[config.mk]
export PLATFORM = sky130hd
export DESIGN_NAME = ram_access_arb
export DESIGN_NICKNAME = d
export VERILOG_FILES = /design/src/rtl/ram_access_arb_pkg.sv /design/src/rtl/ram_access_arb_bit_sync.sv /design/src/rtl/ram_access_arb.sv
export SDC_FILE = /design/constraint.sdc
export NUM_CORES = 1
export LEC_CHECK = 0
export ABC_AREA = 1
export BUFFER_PORTS_ARGS = -buffer_cell sky130_fd_sc_hd__buf_2
export CAP_MARGIN = 20
export CORE_UTILIZATION = 40
export CTS_CLUSTER_DIAMETER = 30
export CTS_CLUSTER_SIZE = 24
export DETAILED_ROUTE_END_ITERATION = 8
export GPL_TIMING_DRIVEN = 0
export HOLD_SLACK_MARGIN = 0.06
export PLACE_DENSITY = 0.66
export SYNTH_ARGS = -nofsm -noshare
export SYNTH_HDL_FRONTEND = slang
export SYNTH_SLANG_ARGS = --single-unit
[constraint.sdc]
create_clock -name clk -period 2.7 [get_ports clk]
set_input_delay 0.135 -clock clk [delete_from_list [all_inputs] [get_ports clk]]
set_output_delay 0.135 -clock clk [all_outputs]
set_load 0.05 [all_outputs]
[src/rtl/ram_access_arb_pkg.sv]
// Shared types and constants for the debug-RAM access arbiter.
// Contents: arb_state_t (FSM states), owner_t (access owner),
// default RAM geometry and the debug handshake timeout limit.
package ram_arb_pkg;

  localparam int unsigned AWIDTH_DEF = 2;
  localparam int unsigned DWIDTH_DEF = 2;

  // DBG_HOLD gives up after this many cycles with dbg_req_s still high
  localparam int unsigned TO_LIMIT = 255;
  localparam int unsigned TO_CNT_W = 8;

  typedef enum logic [2:0] {
    ST_IDLE     = 3'd0,
    ST_SETUP    = 3'd1,
    ST_WRITE    = 3'd2,
    ST_RD_WAIT  = 3'd3,
    ST_DONE     = 3'd4,
    ST_DBG_HOLD = 3'd5
  } arb_state_t;

  typedef enum logic {
    OWN_EXT = 1'b0,
    OWN_DBG = 1'b1
  } owner_t;

endpackage

[src/rtl/ram_access_arb_bit_sync.sv]
// bit_sync: SYNC_STAGES-deep flop chain bringing one async bit into clk.
// Ports: clk, rst_n (async active-low), i_d (async input), o_q (synced).
module bit_sync #(
  parameter int unsigned SYNC_STAGES = 2
) (
  input  logic clk,
  input  logic rst_n,
  input  logic i_d,
  output logic o_q
);

  logic [SYNC_STAGES-1:0] r_chain;

  // Shift the async bit through the chain; the last flop is the output
  always_ff @(posedge clk or negedge rst_n) begin
    if (!rst_n) r_chain <= '0;
    else        r_chain <= {r_chain[SYNC_STAGES-2:0], i_d};
  end

  assign o_q = r_chain[SYNC_STAGES-1];

endmodule

[src/rtl/ram_access_arb.sv]
// ram_access_arb: arbitrates the debug RAM between the JTAG debug agent
// (4-phase req/ack, async to clk) and the host port (req/gnt/done).
// Every access runs SETUP -> WRITE or RD_WAIT -> DONE; debug accesses then
// sit in DBG_HOLD until the agent drops its request.
// Ports: clk/rst_n; i_dbg_* / o_dbg_* debug handshake; i_ext_* / o_ext_*
// host handshake; o_ram_* / i_ram_dout RAM pins; o_busy; o_dbg_timeout.
// Optional macro ARB_DBG_TIMEOUT_EN: abandon DBG_HOLD after TO_LIMIT cycles
// and raise a sticky o_dbg_timeout; when undefined o_dbg_timeout is 0.
module ram_access_arb
  import ram_arb_pkg::*;
#(
  parameter int unsigned AWIDTH      = AWIDTH_DEF,
  parameter int unsigned DWIDTH      = DWIDTH_DEF,
  parameter int unsigned RD_LAT      = 1,
  parameter int unsigned SYNC_STAGES = 2
) (
  input  logic              clk,
  input  logic              rst_n,
  input  logic              i_dbg_req,
  input  logic              i_dbg_wr,
  input  logic [AWIDTH-1:0] i_dbg_addr,
  input  logic [DWIDTH-1:0] i_dbg_wdata,
  output logic              o_dbg_ack,
  output logic [DWIDTH-1:0] o_dbg_rdata,
  input  logic              i_ext_req,
  input  logic              i_ext_wr,
  input  logic [AWIDTH-1:0] i_ext_addr,
  input  logic [DWIDTH-1:0] i_ext_wdata,
  output logic              o_ext_gnt,
  output logic              o_ext_done,
  output logic [DWIDTH-1:0] o_ext_rdata,
  output logic              o_ram_wr,
  output logic [AWIDTH-1:0] o_ram_addr,
  output logic [DWIDTH-1:0] o_ram_din,
  input  logic [DWIDTH-1:0] i_ram_dout,
  output logic              o_busy,
  output logic              o_dbg_timeout
);

  localparam int unsigned RCNT_W = (RD_LAT > 1) ? $clog2(RD_LAT) : 1;

  logic w_dbg_req_s;

  bit_sync #(.SYNC_STAGES(SYNC_STAGES)) u_dbg_req_sync (
    .clk   (clk),
    .rst_n (rst_n),
    .i_d   (i_dbg_req),
    .o_q   (w_dbg_req_s)
  );

  arb_state_t        r_state, w_state;
  owner_t            r_owner, w_owner;
  owner_t            r_last,  w_last;
  logic              r_cap_wr, w_cap_wr;
  logic [RCNT_W-1:0] r_rd_cnt, w_rd_cnt;
  logic              r_ext_gnt, w_ext_gnt;
  logic              r_ext_done, w_ext_done;
  logic [DWIDTH-1:0] r_ext_rdata, w_ext_rdata;
  logic              r_dbg_ack, w_dbg_ack;
  logic [DWIDTH-1:0] r_dbg_rdata, w_dbg_rdata;
  logic              r_ram_wr, w_ram_wr;
  logic [AWIDTH-1:0] r_ram_addr, w_ram_addr;
  logic [DWIDTH-1:0] r_ram_din, w_ram_din;
  logic              r_busy, w_busy;
  logic              w_dbg_pend, w_ext_pend, w_pick_dbg;
`ifdef ARB_DBG_TIMEOUT_EN
  logic [TO_CNT_W-1:0] r_to_cnt, w_to_cnt;
  logic                r_dbg_timeout, w_dbg_timeout;
  logic                r_dbg_block, w_dbg_block;
`endif

  // State register
  always_ff @(posedge clk or negedge rst_n) begin
    if (!rst_n) r_state <= ST_IDLE;
    else        r_state <= w_state;
  end

  // Next state plus next value of every captured/output register.
  // Outputs are registered from the next state so they line up with it;
  // the rdata output registers double as the read buffer.
  always_comb begin
    w_state     = r_state;
    w_owner     = r_owner;
    w_last      = r_last;
    w_cap_wr    = r_cap_wr;
    w_rd_cnt    = r_rd_cnt;
    w_ext_gnt   = 1'b0;
    w_ext_done  = 1'b0;
    w_ext_rdata = r_ext_rdata;
    w_dbg_ack   = r_dbg_ack;
    w_dbg_rdata = r_dbg_rdata;
    w_ram_wr    = 1'b0;
    w_ram_addr  = r_ram_addr;
    w_ram_din   = r_ram_din;
`ifdef ARB_DBG_TIMEOUT_EN
    w_to_cnt      = r_to_cnt;
    w_dbg_timeout = r_dbg_timeout;
    // a timed-out agent stays locked out until its request is seen low
    w_dbg_block   = r_dbg_block & w_dbg_req_s;
    w_dbg_pend    = w_dbg_req_s & ~r_dbg_ack & ~r_dbg_block;
`else
    w_dbg_pend    = w_dbg_req_s & ~r_dbg_ack;
`endif
    w_ext_pend = i_ext_req;
    // round-robin: on contention the loser of the previous round wins
    w_pick_dbg = w_dbg_pend & (~w_ext_pend | (r_last == OWN_EXT));

    case (r_state)
      ST_IDLE: begin
        if (w_dbg_pend || w_ext_pend) begin
          w_state = ST_SETUP;
          if (w_pick_dbg) begin
            w_owner    = OWN_DBG;
            w_cap_wr   = i_dbg_wr;
            w_ram_addr = i_dbg_addr;
            w_ram_din  = i_dbg_wdata;
          end else begin
            w_owner    = OWN_EXT;
            w_cap_wr   = i_ext_wr;
            w_ram_addr = i_ext_addr;
            w_ram_din  = i_ext_wdata;
            w_ext_gnt  = 1'b1;
          end
          w_last = w_owner;
        end
      end
      ST_SETUP: begin
        if (r_cap_wr) begin
          w_state  = ST_WRITE;
          w_ram_wr = 1'b1;
        end else begin
          w_state  = ST_RD_WAIT;
          w_rd_cnt = RCNT_W'(RD_LAT - 1);
        end
      end
      ST_WRITE: begin
        w_state = ST_DONE;
        if (r_owner == OWN_EXT) w_ext_done = 1'b1;
        else                    w_dbg_ack  = 1'b1;
      end
      ST_RD_WAIT: begin
        if (r_rd_cnt == '0) begin
          w_state = ST_DONE;
          if (r_owner == OWN_EXT) begin
            w_ext_done  = 1'b1;
            w_ext_rdata = i_ram_dout;
          end else begin
            w_dbg_ack   = 1'b1;
            w_dbg_rdata = i_ram_dout;
          end
        end else begin
          w_rd_cnt = r_rd_cnt - 1'b1;
        end
      end
      ST_DONE: begin
        if (r_owner == OWN_EXT) begin
          w_state = ST_IDLE;
        end else begin
          w_state = ST_DBG_HOLD;
`ifdef ARB_DBG_TIMEOUT_EN
          w_to_cnt = '0;
`endif
        end
      end
      ST_DBG_HOLD: begin
        if (!w_dbg_req_s) begin
          w_state   = ST_IDLE;
          w_dbg_ack = 1'b0;
`ifdef ARB_DBG_TIMEOUT_EN
        end else if (r_to_cnt == TO_CNT_W'(TO_LIMIT - 1)) begin
          w_state       = ST_IDLE;
          w_dbg_ack     = 1'b0;
          w_dbg_timeout = 1'b1;
          w_dbg_block   = 1'b1;
        end else begin
          w_to_cnt = r_to_cnt + 1'b1;
`endif
        end
      end
      default: w_state = ST_IDLE;
    endcase

    w_busy = (w_state != ST_IDLE);
  end

  // Captured fields and registered outputs
  always_ff @(posedge clk or negedge rst_n) begin
    if (!rst_n) begin
      r_owner     <= OWN_EXT;
      r_last      <= OWN_EXT;
      r_cap_wr    <= 1'b0;
      r_rd_cnt    <= '0;
      r_ext_gnt   <= 1'b0;
      r_ext_done  <= 1'b0;
      r_ext_rdata <= '0;
      r_dbg_ack   <= 1'b0;
      r_dbg_rdata <= '0;
      r_ram_wr    <= 1'b0;
      r_ram_addr  <= '0;
      r_ram_din   <= '0;
      r_busy      <= 1'b0;
    end else begin
      r_owner     <= w_owner;
      r_last      <= w_last;
      r_cap_wr    <= w_cap_wr;
      r_rd_cnt    <= w_rd_cnt;
      r_ext_gnt   <= w_ext_gnt;
      r_ext_done  <= w_ext_done;
      r_ext_rdata <= w_ext_rdata;
      r_dbg_ack   <= w_dbg_ack;
      r_dbg_rdata <= w_dbg_rdata;
      r_ram_wr    <= w_ram_wr;
      r_ram_addr  <= w_ram_addr;
      r_ram_din   <= w_ram_din;
      r_busy      <= w_busy;
    end
  end

`ifdef ARB_DBG_TIMEOUT_EN
  // Timeout counter, sticky flag and post-timeout lockout
  always_ff @(posedge clk or negedge rst_n) begin
    if (!rst_n) begin
      r_to_cnt      <= '0;
      r_dbg_timeout <= 1'b0;
      r_dbg_block   <= 1'b0;
    end else begin
      r_to_cnt      <= w_to_cnt;
      r_dbg_timeout <= w_dbg_timeout;
      r_dbg_block   <= w_dbg_block;
    end
  end
  assign o_dbg_timeout = r_dbg_timeout;
`else
  assign o_dbg_timeout = 1'b0;
`endif

  assign o_dbg_ack   = r_dbg_ack;
  assign o_dbg_rdata = r_dbg_rdata;
  assign o_ext_gnt   = r_ext_gnt;
  assign o_ext_done  = r_ext_done;
  assign o_ext_rdata = r_ext_rdata;
  assign o_ram_wr    = r_ram_wr;
  assign o_ram_addr  = r_ram_addr;
  assign o_ram_din   = r_ram_din;
  assign o_busy      = r_busy;

endmodule

; Word-level counts from Yosys, hierarchy flattened
; Cells that the tools add are included.
; W data, S select, Z words.
[totals]
out_inout_bits = 14
register_bits = 21
[op_classes]
bitwise_logic = 7
n_eq_ne = 8
n_reduce_logical = 10
n_mux = 25
n_addsub = 1
[op_table]
columns = cell, count
row1 = $pmux W3 S6, 1
row2 = $mux W1, 15
row3 = $mux W3, 4
row4 = $reduce_and A3 Y1, 3
row5 = $eq A3 B2 Y1 const B, 2
row6 = $eq A3 B3 Y1 const B, 2
row7 = $ne A2 B2 Y1 const B, 3
row8 = $reduce_bool A3 Y1, 2
row9 = $mux W2, 2
row10 = $not A1 Y1, 4
row11 = $pmux W1 S2, 2
row12 = $reduce_and A2 Y1, 2
row13 = $eq A3 B1 Y1 const B, 1
row14 = $logic_not A3 Y1, 1
row15 = $pmux W1 S3, 1
row16 = $and A1 B1 Y1, 2
row17 = $reduce_bool A2 Y1, 1
row18 = $logic_or A1 B1 Y1, 1
row19 = $or A1 B1 Y1, 1
row20 = $sub A1 B1 Y1 const B, 1

; Logic depth before layout (Yosys ltp)
[logic_depth]
word_depth = 6
mapped_depth = 7
ltp_nobuf = 7

; Hierarchy
; From an unflattened synthesis, not the netlist that was laid out.
[unflattened]
hier_cells = 106
area_unflattened_um2 = 867.1
[modules_own_cells]
columns = mod, area_per_inst_um2, n_inst, cells_each
row1 = ram_access_arb, 817.0, 1, 104
row2 = bit_sync, 50.0, 1, 2

; Worst setup path after synthesis
; No wires, ideal clock.
[synth_path]
kind = register -> register
startpoint = register r_dbg_ack, in the netlist o_dbg_ack
endpoint = register r_busy, in the netlist o_busy
slack_ns = 1.367
stages_incl_launch_ff = 8
t_required_ns = 2.580
period_less_slack_ns = 1.333
arrival_ns = 1.213
path_cell_list = dfrtp_1 > inv_1 > nand2_1 > nand2_1 > nand2_4 > nand2_1 > nor2_2 > nand2_1
[synth_via]
elab_chain_cells = 6
[synth_rtl]
columns = element, line
row1 = from (decl), ram_access_arb.sv:59  ; logic r_dbg_ack, w_dbg_ack;
row2 = from (signal assigned), ram_access_arb.sv:210  ; r_dbg_ack <= w_dbg_ack;
row3 = $not A1 Y1, ram_access_arb.sv:102  ; w_dbg_pend = w_dbg_req_s & ~r_dbg_ack;
row4 = $and A1 B1 Y1, ram_access_arb.sv:102
row5 = $logic_or A1 B1 Y1, ram_access_arb.sv:110  ; if (w_dbg_pend || w_ext_pend) begin
row6 = $mux W3, ram_access_arb.sv:110
row7 = $pmux W3 S6, ram_access_arb.sv:108  ; case (r_state)
row8 = $reduce_bool A3 Y1, ram_access_arb.sv:183  ; w_busy = (w_state != ST_IDLE);
row9 = via w_busy, ram_access_arb.sv:64  ; logic r_busy, w_busy;
row10 = to (signal assigned), ram_access_arb.sv:215  ; r_busy <= w_busy;
row11 = to (decl), ram_access_arb.sv:64
; The timed path passes the listed nets, and every way through them passes these cells.
; A chain may end at the register's enable or synchronous reset.

; Worst setup path in the final report
[layout_path]
startpoint = register r_last
endpoint = register r_ram_addr[0], in the netlist o_ram_addr[0]
[layout_via]
elab_chain_cells = 4
[layout_rtl]
columns = element, line
row1 = from (decl), ram_access_arb.sv:53  ; owner_t r_last, w_last;
row2 = from (signal assigned), ram_access_arb.sv:204  ; r_last <= w_last;
row3 = $not A1 Y1 (no source line), -
row4 = $or A1 B1 Y1, ram_access_arb.sv:106  ; w_pick_dbg = w_dbg_pend & (~w_ext_pend | (r_last == OWN_EXT));
row5 = $and A1 B1 Y1, ram_access_arb.sv:106
row6 = $mux W2, ram_access_arb.sv:112  ; if (w_pick_dbg) begin
row7 = to (signal assigned), ram_access_arb.sv:213  ; r_ram_addr <= w_ram_addr;
row8 = to (decl), ram_access_arb.sv:62  ; logic [AWIDTH-1:0] r_ram_addr, w_ram_addr;
; No other way between the ends.

==> metrics.txt <==
R2R setup slack=1.56 ns; synth unique cells=18; GR Overflow Total=0; I/O Buffers=28; initial core utilization=43.9%; hpwl dp=1240 um; layout cells sized above 1=35.3%; RSZ-0062 raised after global routing=no; HP Class=in -> reg; initial antenna violation count=0; top post-synthesis cells by area=dfrtp_1 56%, nand2_1 19%, nor2_2 4.9%; largest net degree at the start of global routing=21; vias in the first global route=682; Die X=49.1 um; WHS Path Cells=3; Post-Place Cell Area=0.00106 mm^2; Synth Net Count=122; setup_tns=0 ns; gr usage total=16.5%; period utilisation layout=42.2%; via count=720; Die ar.=0.00241 mm^2; Cells after Synth=106; core area=0.00202 mm^2; CTS Buf Count=3; top-count cell post-synth=nand2_1; Yosys top cell by area=dfrtp_1; Antenna diodes=0; Post-Route Utilization=54.6%; top_reg_cell synth=dfrtp_1; Root Buffer Master=clkbuf_4; Worst Reg-to-Reg Cells=7; Synth Area in Compound Gates=3.67%; crit path DAT=1.38 ns; Hold Slack=0.0937 ns; Max clock buf depth=2; Pre-antenna DRT Iters=3; Worst setup EP type=flop; Filler Cell Count=207; Worst-path clk slew=0.10 ns; Max Cap Violations=0; top cell type's share of synthesized area=56.4%; number of setup violations in the final report=0; Synth Area in Simple Gates=32.7%; WL final=1640 um; CP max FO=6; Die H=49.1 um; post-synthesis xor/xnor area fraction=0%; Final Cell Area=0.00110 mm^2; Synth Area in Adders=0%; Post-synth top cells=45 x nand2_1, 20 x dfrtp_1, 10 x inv_1; Yosys reg bits=20; static leakage=0.651 nW; first-pass GRT wire length=3010 um; PwrDens=1280 mW/mm^2; num rows=16; Final ANT Viol Nets=0; Peak VDD IR=0.587 mV; Final Non-Filler Cells=166; Synth Warn #=0; nets=157; Hold Crit Start=i_ram_dout[0]; minimum clock period=1.14 ns; Crit Path Class=reg -> reg; gp weighted congestion=0.845; # DRC=0; CP required=2.94 ns; R2R Path End=o_ram_addr[0]; CTS HTree Levels=1; Sinks on Clock Net=20; register area share after synthesis=56.4%; Routed WL per cell=9.86 um; Worst Setup Start Kind=flop; Final Hold Fails=0; largest family of logic cells by synthesized area=simple AND/OR/NAND/NOR gates; Syn Area/Cell=8.37 um^2; run status=complete, no violations; Hold EP=o_ext_rdata[0]; Initial DRC Count=6; Vias/cell=4.34; placed cell count=161; max frequency=878 MHz; Mapped Area=887 um^2; Layout Area Growth over Synthesis=24.4%; Post-synth ARST share=100%; reg2reg start=r_last; Slew Limit Fails=0; number of synthesized flops with an enable pin=0; Final Skew=0.00280 ns; mux cell area share after synthesis=0%; I/O pin count=30; CTS tree=built; clk_lat worst skew=0.29 ns
-- final cells by class --
| class | instances | area [um^2] | share of cell area [%] |
|---|---|---|---|
| repair buffers | 30 | 160 | 14.5 |
| inverters | 14 | 52.6 | 4.76 |
| multi-input cells | 71 | 327 | 29.6 |
| plain buffers | 1 | 7.51 | 0.680 |
| well taps | 27 | 33.8 | 3.06 |
| flip-flops and latches | 20 | 500 | 45.4 |
| clock buffers | 3 | 22.5 | 2.04 |
-- worst max path at each step --
| stage | startpoint | endpoint | slack (ns) |
|---|---|---|---|
| 2_1_floorplan | o_dbg_ack | o_busy | 1.37 |
| 3_5_place_dp | o_dbg_ack | o_ram_addr[0] | 1.57 |
| 3_3_place_gp | r_last | o_ram_din[1] | 1.60 |
| 4_1_cts | o_dbg_ack | o_ram_addr[0] | 1.54 |
| 6_report | r_last | o_ram_addr[0] | 1.56 |
| 5_1_grt | r_last | o_ram_addr[0] | 1.41 |
-- power by group --
group | switching [mW] | internal [mW] | leakage, nW
clock network | 0.0836 | 0.0519 | 0.0138
registers | 0.0845 | 0.423 | 0.246
logic | 0.574 | 0.194 | 0.392
-- stage by stage --
step           setup WS, ns  power (mW)
6_report               1.56        1.41
4_1_cts                1.54        1.43
5_1_grt                1.41        1.52
3_3_place_gp           1.60        1.27
2_1_floorplan          1.37        1.11
3_5_place_dp           1.57        1.28
-- layout by cell type, fill, tap and decap left out, types with 2 or more instances in the layout --
cell type      count
dlygate4sd3_1      2
inv_2              4
inv_1             10
clkbuf_4           3
nor2_2             7
o21ai_1            4
nand2_1           45
buf_2             28
dfrtp_1           20
nand2_2            3
nor2_1             3
-- layer usage --
layer  wire [um]  part of all wire, %  track usage, %
met5           0                    0               0
met4          14                 0.86            5.88
met3         103                  6.3            4.98
met2         758                   46            26.5
met1         760                   46            20.9
-- logic make-up after synthesis --
kind of cell	count (synthesis)
simple gates	64
flops	20
buf+inv	15
compound gates	6
other cells	1
-- timing repair --
action                                 4_1_cts  5_1_grt
setup endpoints to repair                    0        0
resized for setup                            0        0
hold buffers                                 2        0
setup buffers                                0        0
endpoints found under the hold margin       21        0
-- sequential cells by signal, summed over array words and instances, names as in the netlist, 2 cells and up --
name,cells
o_ram_din,2
o_ram_addr,2
o_ext_rdata,2
u_dbg_req_sync.r_chain,2
o_dbg_rdata,2
r_state,3
-- worst max-delay path: stages (launching register included) --
cell	delay, ns
dfrtp_1	0.47
nand2_1	0.11
inv_1	0.05
nor2_2	0.21
nand2_1	0.09
nand2_1	0.07
nand2_1	0.04
nand2_1	0.05
(Power assumes the default switching activity.)
